### src/rtl/regfile_wb_sched_if.sv
// Write-port scheduler bus: instruction issue, ALU/MEM writeback requesters,
// register file write port and scoreboard status.
interface regfile_wb_sched_if #(
   parameter int DATA_W = 16,
   parameter int NREG   = 8,
   parameter int REG_W  = 3
);
   logic              iss_valid;
   logic [REG_W-1:0]  iss_rd;
   logic              iss_ready;
   logic              alu_valid;
   logic [REG_W-1:0]  alu_rd;
   logic [DATA_W-1:0] alu_data;
   logic              alu_ready;
   logic              mem_valid;
   logic [REG_W-1:0]  mem_rd;
   logic [DATA_W-1:0] mem_data;
   logic              mem_ready;
   logic              write;
   logic [REG_W-1:0]  writenum;
   logic [DATA_W-1:0] data_in;
   logic [NREG-1:0]   busy;
   logic              wb_err;

   modport slave (
      input  iss_valid, iss_rd,
      input  alu_valid, alu_rd, alu_data,
      input  mem_valid, mem_rd, mem_data,
      output iss_ready, alu_ready, mem_ready,
      output write, writenum, data_in, busy, wb_err
   );

   modport master (
      output iss_valid, iss_rd,
      output alu_valid, alu_rd, alu_data,
      output mem_valid, mem_rd, mem_data,
      input  iss_ready, alu_ready, mem_ready,
      input  write, writenum, data_in, busy, wb_err
   );
endinterface

### src/rtl/regfile_wb_sched.sv
// Write-port scheduler and scoreboard for the 8x16 register file.
// Round-robin arbitrates ALU and MEM writebacks onto one registered write
// port, tracks pending writes per register and blocks WAW issue.
module regfile_wb_sched #(
   parameter int DATA_W = 16,
   parameter int NREG   = 8,
   parameter int REG_W  = 3
) (
   input logic              clk,
   input logic              rst_n,
   regfile_wb_sched_if.slave bus
);

   typedef enum logic {
      REQ_ALU = 1'b0,
      REQ_MEM = 1'b1
   } req_e;

   req_e              rr_last_q, rr_last_d;
   logic [NREG-1:0]   busy_q, busy_d;
   logic              write_q, write_d;
   logic [REG_W-1:0]  writenum_q, writenum_d;
   logic [DATA_W-1:0] data_in_q, data_in_d;
   logic              wb_err_q, wb_err_d;
   logic              grant_alu, grant_mem;

   // Grant: a lone requester always wins; on a tie the one not served last wins.
   always_comb begin
      grant_alu = bus.alu_valid & (~bus.mem_valid | (rr_last_q == REQ_MEM));
      grant_mem = bus.mem_valid & (~bus.alu_valid | (rr_last_q == REQ_ALU));
   end

   // Next state: capture the granted transfer, update scoreboard and error flag.
   always_comb begin
      busy_d     = busy_q;
      write_d    = grant_alu | grant_mem;
      writenum_d = writenum_q;
      data_in_d  = data_in_q;
      wb_err_d   = wb_err_q;
      rr_last_d  = rr_last_q;

      if (grant_alu) begin
         writenum_d = bus.alu_rd;
         data_in_d  = bus.alu_data;
         rr_last_d  = REQ_ALU;
      end else if (grant_mem) begin
         writenum_d = bus.mem_rd;
         data_in_d  = bus.mem_data;
         rr_last_d  = REQ_MEM;
      end

      if (write_d && !busy_q[writenum_d]) begin
         wb_err_d = 1'b1;
      end

      // Clear first, then set: the same register cannot be both, since issue
      // to a busy register is refused.
      if (write_q) begin
         busy_d[writenum_q] = 1'b0;
      end
      if (bus.iss_valid && !busy_q[bus.iss_rd]) begin
         busy_d[bus.iss_rd] = 1'b1;
      end
   end

   // State registers; reset discards any pending write and all busy bits.
   always_ff @(posedge clk or negedge rst_n) begin
      if (!rst_n) begin
         rr_last_q  <= REQ_MEM;
         busy_q     <= '0;
         write_q    <= 1'b0;
         writenum_q <= '0;
         data_in_q  <= '0;
         wb_err_q   <= 1'b0;
      end else begin
         rr_last_q  <= rr_last_d;
         busy_q     <= busy_d;
         write_q    <= write_d;
         writenum_q <= writenum_d;
         data_in_q  <= data_in_d;
         wb_err_q   <= wb_err_d;
      end
   end

   assign bus.iss_ready = ~busy_q[bus.iss_rd];
   assign bus.alu_ready = grant_alu;
   assign bus.mem_ready = grant_mem;
   assign bus.write     = write_q;
   assign bus.writenum  = writenum_q;
   assign bus.data_in   = data_in_q;
   assign bus.busy      = busy_q;
   assign bus.wb_err    = wb_err_q;

endmodule

### src/flat_wrapper.sv
// flat-port wrapper written by rule: the top's interface ports become plain ports
module regfile_wb_sched_flat 
#(
   parameter int DATA_W = 16,
   parameter int NREG   = 8,
   parameter int REG_W  = 3
)
  (clk, rst_n, bus_iss_valid, bus_iss_rd, bus_alu_valid, bus_alu_rd, bus_alu_data, bus_mem_valid, bus_mem_rd, bus_mem_data, bus_iss_ready, bus_alu_ready, bus_mem_ready, bus_write, bus_writenum, bus_data_in, bus_busy, bus_wb_err);
  regfile_wb_sched_if #(.DATA_W(DATA_W), .NREG(NREG), .REG_W(REG_W)) bus_i ();
  input logic clk;
  input logic rst_n;
  input wire logic [$bits(bus_i.iss_valid)-1:0] bus_iss_valid;
  input wire logic [$bits(bus_i.iss_rd)-1:0] bus_iss_rd;
  input wire logic [$bits(bus_i.alu_valid)-1:0] bus_alu_valid;
  input wire logic [$bits(bus_i.alu_rd)-1:0] bus_alu_rd;
  input wire logic [$bits(bus_i.alu_data)-1:0] bus_alu_data;
  input wire logic [$bits(bus_i.mem_valid)-1:0] bus_mem_valid;
  input wire logic [$bits(bus_i.mem_rd)-1:0] bus_mem_rd;
  input wire logic [$bits(bus_i.mem_data)-1:0] bus_mem_data;
  output wire logic [$bits(bus_i.iss_ready)-1:0] bus_iss_ready;
  output wire logic [$bits(bus_i.alu_ready)-1:0] bus_alu_ready;
  output wire logic [$bits(bus_i.mem_ready)-1:0] bus_mem_ready;
  output wire logic [$bits(bus_i.write)-1:0] bus_write;
  output wire logic [$bits(bus_i.writenum)-1:0] bus_writenum;
  output wire logic [$bits(bus_i.data_in)-1:0] bus_data_in;
  output wire logic [$bits(bus_i.busy)-1:0] bus_busy;
  output wire logic [$bits(bus_i.wb_err)-1:0] bus_wb_err;
  assign bus_i.iss_valid = bus_iss_valid;
  assign bus_i.iss_rd = bus_iss_rd;
  assign bus_i.alu_valid = bus_alu_valid;
  assign bus_i.alu_rd = bus_alu_rd;
  assign bus_i.alu_data = bus_alu_data;
  assign bus_i.mem_valid = bus_mem_valid;
  assign bus_i.mem_rd = bus_mem_rd;
  assign bus_i.mem_data = bus_mem_data;
  assign bus_iss_ready = bus_i.iss_ready;
  assign bus_alu_ready = bus_i.alu_ready;
  assign bus_mem_ready = bus_i.mem_ready;
  assign bus_write = bus_i.write;
  assign bus_writenum = bus_i.writenum;
  assign bus_data_in = bus_i.data_in;
  assign bus_busy = bus_i.busy;
  assign bus_wb_err = bus_i.wb_err;
  regfile_wb_sched #(.DATA_W(DATA_W), .NREG(NREG), .REG_W(REG_W)) u_core (.clk(clk), .rst_n(rst_n), .bus(bus_i));
endmodule
### config.mk
export PLATFORM = sky130hd
export DESIGN_NAME = regfile_wb_sched_flat
export DESIGN_NICKNAME = d
export VERILOG_FILES = /design/src/rtl/regfile_wb_sched_if.sv /design/src/rtl/regfile_wb_sched.sv /design/src/flat_wrapper.sv
export SDC_FILE = /design/constraint.sdc
export NUM_CORES = 1
export LEC_CHECK = 0
export BUFFER_PORTS_ARGS = -buffer_cell sky130_fd_sc_hd__buf_2
export CAP_MARGIN = 0
export CORE_ASPECT_RATIO = 0.8
export CORE_MARGIN = 1
export CORE_UTILIZATION = 40
export CTS_CLUSTER_DIAMETER = 40
export DETAILED_ROUTE_END_ITERATION = 10
export HOLD_SLACK_MARGIN = 0.12
export PLACE_DENSITY = 0.77
export SYNTH_ARGS = -nofsm -noshare
export SYNTH_HDL_FRONTEND = slang
export SYNTH_SLANG_ARGS = --single-unit
export TNS_END_PERCENT = 20
### constraint.sdc
create_clock -name clk -period 1.86 [get_ports clk]
set_clock_uncertainty 0.15 [all_clocks]
set_input_delay 0.372 -clock clk [delete_from_list [all_inputs] [get_ports clk]]
set_output_delay 0.372 -clock clk [all_outputs]
set_load 0.03 [all_outputs]
==> implementation parameters, run 1 <==
Parameter                              Value

Timing
  Final setup violation count ... 1
  Time the final worst path needs with I/O delays and setup ... approximately 1.9 ns
  Measured slew at the worst slew-check pin ... roughly 0.66 ns
  Max Transition Viols Final ... 0
  Unrepaired setup endpoints after global routing ... yes
  Fin. Hold Viols ... 0
  Setup TNS after final layout ... -0.00201 ns
  Max-slew headroom at the worst pin ... 0.558
  Final setup slack of the worst path ... -0.00201 ns
  Peak Freq ... roughly 540 MHz
  Fin crit share ... 1.00

Clocking
  CTS sink cnt ... 30
  Clk_lat worst skew ... around 0.27 ns
  CTS Buf Count ... 5
  Root Buffer ... clkbuf_8
  Clock tree from TritonCTS ... yes
  Maximum buffer depth of the clock tree ... 2
  Max H-tree Level ... 2
  Clock edge transition at the registers on the reported setup and hold paths ... about 0.06 ns

Synthesis
  Share of flip-flops with an asynchronous set or reset after synthesis ... 1.00
  Gate count of the mapped netlist ... 163
  Per-instance average area after synthesis ... about 9.3 um^2
  Synth area leader ... dfrtp_1
  Sequential fraction of the synthesis area ... 0.495
  Flop and latch count out of synthesis ... 30
  Synth warnings ... 0
  Netlist Area Pre-Place ... between 0.0015 and 0.002 mm^2
  Synth cell types ... 34
  Share of the synthesized area in the top cell type ... 0.478
  Ys flop type ... dfrtp_1
  Total nets after synthesis ... roughly 210
  Top area cells in the synthesized netlist ... dfrtp_1 48%, nor2_1 7.9%, o22ai_1 6.2%
  Count of flip-flops with a built-in enable after synthesis ... 0

GRT
  Via count of the first global-routing pass ... 1459
  Global-route usage over all layers ... 0.214
  Antenna violations before repair ... 0
  Pin count of the biggest net entering global routing ... 31
  Wire length of the first global-routing pass ... 6.64 mm
  GRT Residual Overflow ... 0

Floorplanning
  Die Y-Extent ... 57.1 um
  IO Count ... slightly below 80
  Row cnt ... 19
  Die footprint ... approximately 0.0040 mm^2
  Width of the die ... 70.9 um
  Placeable core region ... 0.00352 mm^2
  Initial core utilization ... 0.431

Layout
  Proportion of layout cells with a drive suffix above 1 ... 0.459
  Final nets ... around 300
  Post-route insts no fill ... between 200 and 300
  Antenna cell count ... 0
  Area added between synthesis and finish ... 45.2%
  Final core utilization ... 0.626
  Number of filler cells placed in the layout ... 300

Power and ir drop
  Net Sw Power ... about 0.96 mW
  Net Sw Frac ... 0.395
  Max rail drop VDD ... around 490 uV
  Total leakage power ... about 1.1 nW
  Sequential fraction of design power ... 0.365
  Fraction of power consumed by combinational cells ... 0.416
  Pwr dens ... between 1000 and 1500 mW/mm^2
  Portion of total power attributed to the clock network ... 0.219
  Pint ... about 1.5 mW

Worst setup path
  Reg2reg setup slack ... -0.002 ns
  Crit path launch type ... flip-flop
  Highest fanout seen on the critical path ... 5
  Dominant delay contributor by cell family on the critical path ... compound AO/OA/AOI/OAI gates
  Path depth of the worst reg2reg path ... 6
  Worst-path cell chain ... nand2b_4, nand2_4, o221a_4, mux2i_1, mux2i_1, o311ai_2
  Buf+Inv Stages, Crit Path ... 0
  Required time worst endpoint ... between 1.5 and 2 ns
  Delay contributed by the slowest stage of the critical path ... 0.52 ns
  Critical path type ... reg2reg
  Worst Setup End Kind ... flip-flop
  Launch point of the worst reg-to-reg path ... u_core.rr_last_q$_DFFE_PN1P_
  End of the worst register-to-register path ... u_core.bus.wb_err$_DFFE_PN0P_
  Worst path most repeated cell ... mux2i_1
  Signal arrival time at the worst endpoint ... 1.88 ns
  Worst-path cell with the longest stage delay ... dfstp_2

Min path
  Worst min-delay path startpoint ... bus_alu_data[13]
  Hold Path Class ... in2reg
  Terminating pin of the worst hold path ... u_core.bus.data_in[13]$_DFFE_PN0P_
  Hold Path Cell Cnt ... 3

Outcome
  Status ... complete, but fails checks
  Violations in the final reports ... setup timing

Detailed routing
  Number of DRC markers after the initial detailed-route iteration ... 71
  Router iterations before antenna repair ... 6
  Drt via density ... 5.25
  Post-route DRC violation count ... 0
  Drt wl/cell ... 13.4 um
  Count of antenna-violating nets left after detailed routing ... 0
  Routed vias ... 1571
  Total Wirelength ... around 4.0 mm

Flow run
  Maximum capacitance violations ... 0

Place
  RD Place Congestion ... a little over 0.8
  Placed cell count ... between 200 and 300
  Post-detail-place hpwl ... about 2.9 mm
  Number of I/O port buffers ... 77
## cells in the mapped netlist (2+ instances only)
library cell  count
a21oi_1          11
buf_2             2
clkbuf_1          2
dfrtp_1          29
inv_1             5
inv_2             2
mux2i_1           6
nand2_1          10
nand2b_1          8
nand3_1           3
nand3b_1          2
nor2_1           32
o21ai_0          10
o21ai_1           5
o22ai_1          15
o31ai_1           3
## cell families (layout without fill, tap and decap cells)
family | Yosys count | count (layout) | share of synthesized area
AOI/OAI and AO/OA | 48 | 48 | 0.200
muxes | 7 | 7 | 0.0470
and+or+nand+nor | 64 | 64 | 0.214
buffers and inverters | 14 | 108 | 0.0437
DFF | 30 | 30 | 0.495
## how the worst max path moves through the flow
stage | start | end | slack (ns) | cells past startpoint
after floorplan | u_core.bus.busy[2]$_DFF_PN0_ | u_core.bus.busy[2]$_DFF_PN0_ | -0.04 | 5
after global placement | bus_iss_rd[2] | bus_iss_ready | 0.02 | 5
after detailed placement | bus_iss_rd[2] | bus_iss_ready | -0.01 | 5
after CTS | u_core.bus.busy[5]$_DFF_PN0_ | bus_iss_ready | -0.05 | 4
after global routing | u_core.bus.busy[4]$_DFF_PN0_ | bus_iss_ready | -0.05 | 4
final | u_core.rr_last_q$_DFFE_PN1P_ | u_core.bus.wb_err$_DFFE_PN0P_ | -0.002 | 6
## power by group through the flow
stage | combinational [mW] | sequential, mW | clock [mW]
2_1_floorplan | 0.316 | 1.14 | 0
3_3_place_gp | 0.839 | 0.909 | 0
3_5_place_dp | 0.853 | 0.907 | 0
4_1_cts | 0.953 | 0.883 | 0.545
5_1_grt | 1.08 | 0.899 | 0.582
6_report | 1.01 | 0.887 | 0.533
## layout make-up
class | count | area [um^2] | area share
Timing Repair Buffer | 93 | 537 | 0.244
Multi-Input combinational cell | 119 | 732 | 0.332
Tap cell | 42 | 52.6 | 0.0239
Clock inverter | 1 | 5.00 | 0.00227
Sequential cell | 30 | 752 | 0.341
Inverter | 7 | 38.8 | 0.0176
Clock buffer | 7 | 86.3 | 0.0392
## layer usage
| metal | up-vias | GRT usage | part of all wire |
|---|---|---|---|
| met5 | - | 0 | 0 |
| met4 | 0 | 0.0514 | 0.0053 |
| met3 | 4 | 0.0777 | 0.078 |
| met2 | 82 | 0.337 | 0.46 |
| met1 | 715 | 0.285 | 0.45 |
| li1 | 770 | - | - |
## worst reg2reg max path: stages (launching register included)
cell      delay [ns]
dfstp_2         0.52
nand2b_4        0.13
nand2_4         0.07
o221a_4         0.30
mux2i_1         0.19
mux2i_1         0.11
o311ai_2        0.28
## metrics by stage
| step | area [um^2] | setup WS (ns) | hold slack (ns) | total power, mW |
|---|---|---|---|---|
| global placement | 1960 | 0.0214 | 0.285 | 1.75 |
| floorplan | 1520 | -0.0375 | -0.0736 | 1.45 |
| detailed placement | 1960 | -0.0140 | 0.294 | 1.76 |
| finish | 2200 | -0.00201 | 0.167 | 2.43 |
| CTS | 2140 | -0.0458 | 0.157 | 2.38 |
| global route | 2200 | -0.0518 | 0.187 | 2.57 |
## layout by cell type (no fill, tap or decap), types with 2 or more instances in the layout
| master | synthesis | layout |
|---|---|---|
| a21oi_1 | 11 | 9 |
| a21oi_2 | 0 | 2 |
| buf_2 | 2 | 75 |
| buf_4 | 1 | 14 |
| clkbuf_8 | 0 | 6 |
| dfrtp_1 | 29 | 29 |
| inv_1 | 5 | 3 |
| inv_2 | 2 | 3 |
| mux2i_1 | 6 | 6 |
| nand2_1 | 10 | 9 |
| nand2b_1 | 8 | 8 |
| nand3_2 | 1 | 3 |
| nand3b_1 | 2 | 2 |
| nor2_1 | 32 | 32 |
| o21ai_0 | 10 | 10 |
| o21ai_1 | 5 | 5 |
| o22ai_1 | 15 | 15 |
| o31ai_1 | 3 | 3 |
## sequential cells by signal, indices dropped and copies added (netlist names)
register,count
u_core.bus.busy,8
u_core.bus.data_in,16
u_core.bus.wb_err,1
u_core.bus.write,1
u_core.bus.writenum,3
u_core.rr_last_q,1
## what timing repair did
item,in CTS,in global routing
endpoints found under the setup margin,2,5
hold buffers,1,0
hold endpoints to repair,29,0
pin swaps,1,3
buffers inserted,5,4
gates resized for setup,12,9
No activity file was read; power rests on OpenSTA's default activity.
==> run 2: changes to the inputs <==
Settings changed: BUFFER_PORTS_ARGS -buffer_cell sky130_fd_sc_hd__buf_2 to -buffer_cell sky130_fd_sc_hd__clkbuf_2, CORE_MARGIN 1 to unset.
==> run 2 against run 1 <==
  * The run still ends with setup timing left
  * Setup slack got worse by 0.067 ns
  * Sequential cell count unchanged
  * Worst hold slack got worse by 0.0076 ns
  * Sequential power about the same
  * Final cell count increased by 1.0%
  * Cell area increased by 1.2%
  * Wire length increased by 1.6%
==> implementation parameters, run 2 (synthesis results as in run 1) <==
Parameter                              Value

Timing
  Final setup slack of the worst path ... -0.0691 ns (-0.0671 ns)
  Unrepaired setup endpoints after global routing ... yes
  WHS ... 0.159 ns (-0.00758 ns)
  Max-slew headroom at the worst pin ... 0.749 (+0.191)
  Setup TNS after final layout ... -0.0691 ns (-0.0671 ns)
  Fin crit share ... 1.04 (+0.0361)
  Max Transition Viols Final ... 0 (unchanged)
  Measured slew at the worst slew-check pin ... 0.377 ns (-0.287 ns)
  Time the final worst path needs with I/O delays and setup ... 1.93 ns (+0.0671 ns)
  Peak Freq ... 518 MHz (-3.5%)
  Final setup violation count ... 1 (unchanged)
  Fin. Hold Viols ... 0 (unchanged)

Clocking
  Root Buffer ... clkbuf_8
  Clk_lat worst skew ... 0.29 ns (+0.02 ns)
  CTS sink cnt ... 30 (unchanged)
  Max H-tree Level ... 2 (unchanged)
  Maximum buffer depth of the clock tree ... 2 (unchanged)
  CTS Buf Count ... 5 (unchanged)
  Clock edge transition at the registers on the reported setup and hold paths ... 0.07 ns (about the same)
  Clock tree from TritonCTS ... yes

GRT
  Wire length of the first global-routing pass ... 6.47 mm (-2.6%)
  GRT Residual Overflow ... 0 (unchanged)
  Global-route usage over all layers ... 0.212 (-0.00233)
  Pin count of the biggest net entering global routing ... 31 (unchanged)
  Antenna violations before repair ... 0 (unchanged)
  Via count of the first global-routing pass ... 1450 (-0.62%)

Outcome
  Status ... complete, but fails checks
  Violations in the final reports ... setup timing

Detailed routing
  Drt wl/cell ... 13.5 um (+0.62%)
  Number of DRC markers after the initial detailed-route iteration ... 151 (+110%)
  Count of antenna-violating nets left after detailed routing ... 0 (unchanged)
  Drt via density ... 5.20 (-1.1%)
  Post-route DRC violation count ... 0 (unchanged)
  Total Wirelength ... 4.06 mm (+1.6%)
  Routed vias ... 1570 (-0.064%)
  Router iterations before antenna repair ... 6 (unchanged)

Layout
  Area added between synthesis and finish ... 47.0%
  Highest-count cells in the layout ignoring fill and taps ... 74 x clkbuf_2, 32 x nor2_1, 29 x dfrtp_1
  Flip-flop count of the largest register after layout ... 16 (unchanged)
  Proportion of layout cells with a drive suffix above 1 ... 0.454 (-0.00530)
  Final nets ... 305 (+0.99%)
  Leading cell type in the layout, fill and taps excluded ... clkbuf_2
  Number of filler cells placed in the layout ... 303 (+1.0%)
  Antenna cell count ... 0 (unchanged)

Worst setup path
  Worst Setup End Kind ... output port
  Highest fanout seen on the critical path ... 3 (-2)
  Worst setup path startpoint ... u_core.bus.busy[4]$_DFF_PN0_
  Signal arrival time at the worst endpoint ... 1.41 ns (-0.47 ns)
  Crit path launch type ... flip-flop
  Reg2reg setup slack ... 0.10 ns (+0.10 ns)
  Critical path type ... reg2out
  Path depth of the worst reg2reg path ... 7 (+1)
  Launch point of the worst reg-to-reg path ... u_core.rr_last_q$_DFFE_PN1P_
  End of the worst register-to-register path ... u_core.bus.wb_err$_DFFE_PN0P_
  Required time worst endpoint ... 1.34 ns (-0.54 ns)

Floorplanning
  Row cnt ... 19 (unchanged)
  Placeable core region ... 0.00352 mm^2 (unchanged)
  IO Count ... 78 (unchanged)
  Die Y-Extent ... 57.1 um (unchanged)
  Initial core utilization ... 0.431 (unchanged)
  Width of the die ... 70.9 um (unchanged)
  Die footprint ... 0.00405 mm^2 (unchanged)

Place
  RD Place Congestion ... 0.828 (+2.2%)
  Post-detail-place hpwl ... 2.90 mm (+1.4%)
  Number of I/O port buffers ... 77 (unchanged)

Power and ir drop
  Max rail drop VDD ... 669 uV (+37%)
  Pwr dens ... 1150 mW/mm^2 (+4.4%)
  Total leakage power ... 1.11 nW (+4.0%)

Min path
  Terminating pin of the worst hold path ... u_core.bus.data_in[13]$_DFFE_PN0P_
  Hold Path Class ... in2reg
  Worst min-delay path startpoint ... bus_alu_data[13]
  Hold Path Cell Cnt ... 3 (unchanged)

Flow run
  Maximum capacitance violations ... 0 (unchanged)
run 2: changes by cell type in the layout (fill, tap and decap cells not counted), sizes merged:
| cell | delta |
|---|---|
| buf | -72 |
| bufinv | +1 |
| clkbuf | +73 |
| inv | +1 |
run 2: layer usage:
| metal | track usage | share of wire |
|---|---|---|
| met4 | 0.0657 | 0.010 |
| met5 | 0 | 0 |
| met3 | 0.0830 | 0.083 |
| met1 | 0.268 | 0.45 |
| met2 | 0.337 | 0.46 |
run 2: cell type report:
class	count	area, um^2	area share
Tap cell	42	52.6	0.0236
Multi-Input combinational cell	119	722	0.324
Clock buffer	5	68.8	0.0308
Clock inverter	3	40.0	0.0179
Inverter	7	33.8	0.0151
Sequential cell	30	752	0.337
Timing Repair Buffer	96	562	0.252
run 2: how the worst max path moves through the flow:
stage	end	slack, ns	cells past startpoint
after floorplan	u_core.bus.busy[2]$_DFF_PN0_	-0.04	5
after global placement	bus_iss_ready	0.009	5
after detailed placement	bus_iss_ready	-0.02	5
after CTS	bus_iss_ready	-0.07	4
after global routing	bus_iss_ready	-0.13	4
final	bus_iss_ready	-0.07	4
run 2: stage by stage:
step	instances	cell area, um^2	worst slack [ns]	total power, mW	utilization
floorplan	163	1520	-0.0375	1.45	-
global placement	283	1980	0.00923	1.76	0.562
detailed placement	283	1980	-0.0206	1.77	0.562
CTS	295	2170	-0.0666	2.47	0.616
finish	302	2230	-0.0691	2.57	0.634
global route	302	2230	-0.127	2.71	0.634
run 2: power breakdown:
group | internal, mW | switching [mW]
Sequential | 0.782 | 0.103
Clock | 0.394 | 0.247
Combinational | 0.416 | 0.625
Total | 1.59 | 0.976
run 2: critical path, stage by stage, from the launching register on:
cell and delay, ns:
dfrtp_1 0.40, nand3b_1 0.12, a21oi_2 0.08, nor4_4 0.30, clkbuf_8 0.21
run 2: what timing repair did:
item                       4_1_cts  5_1_grt
setup endpoints to repair        2        4
hold endpoints to repair        29        0
hold buffers                     1        0
resized for setup               13        4
pin swaps                        2        2
cloned                           0        0
setup buffers                    3        7
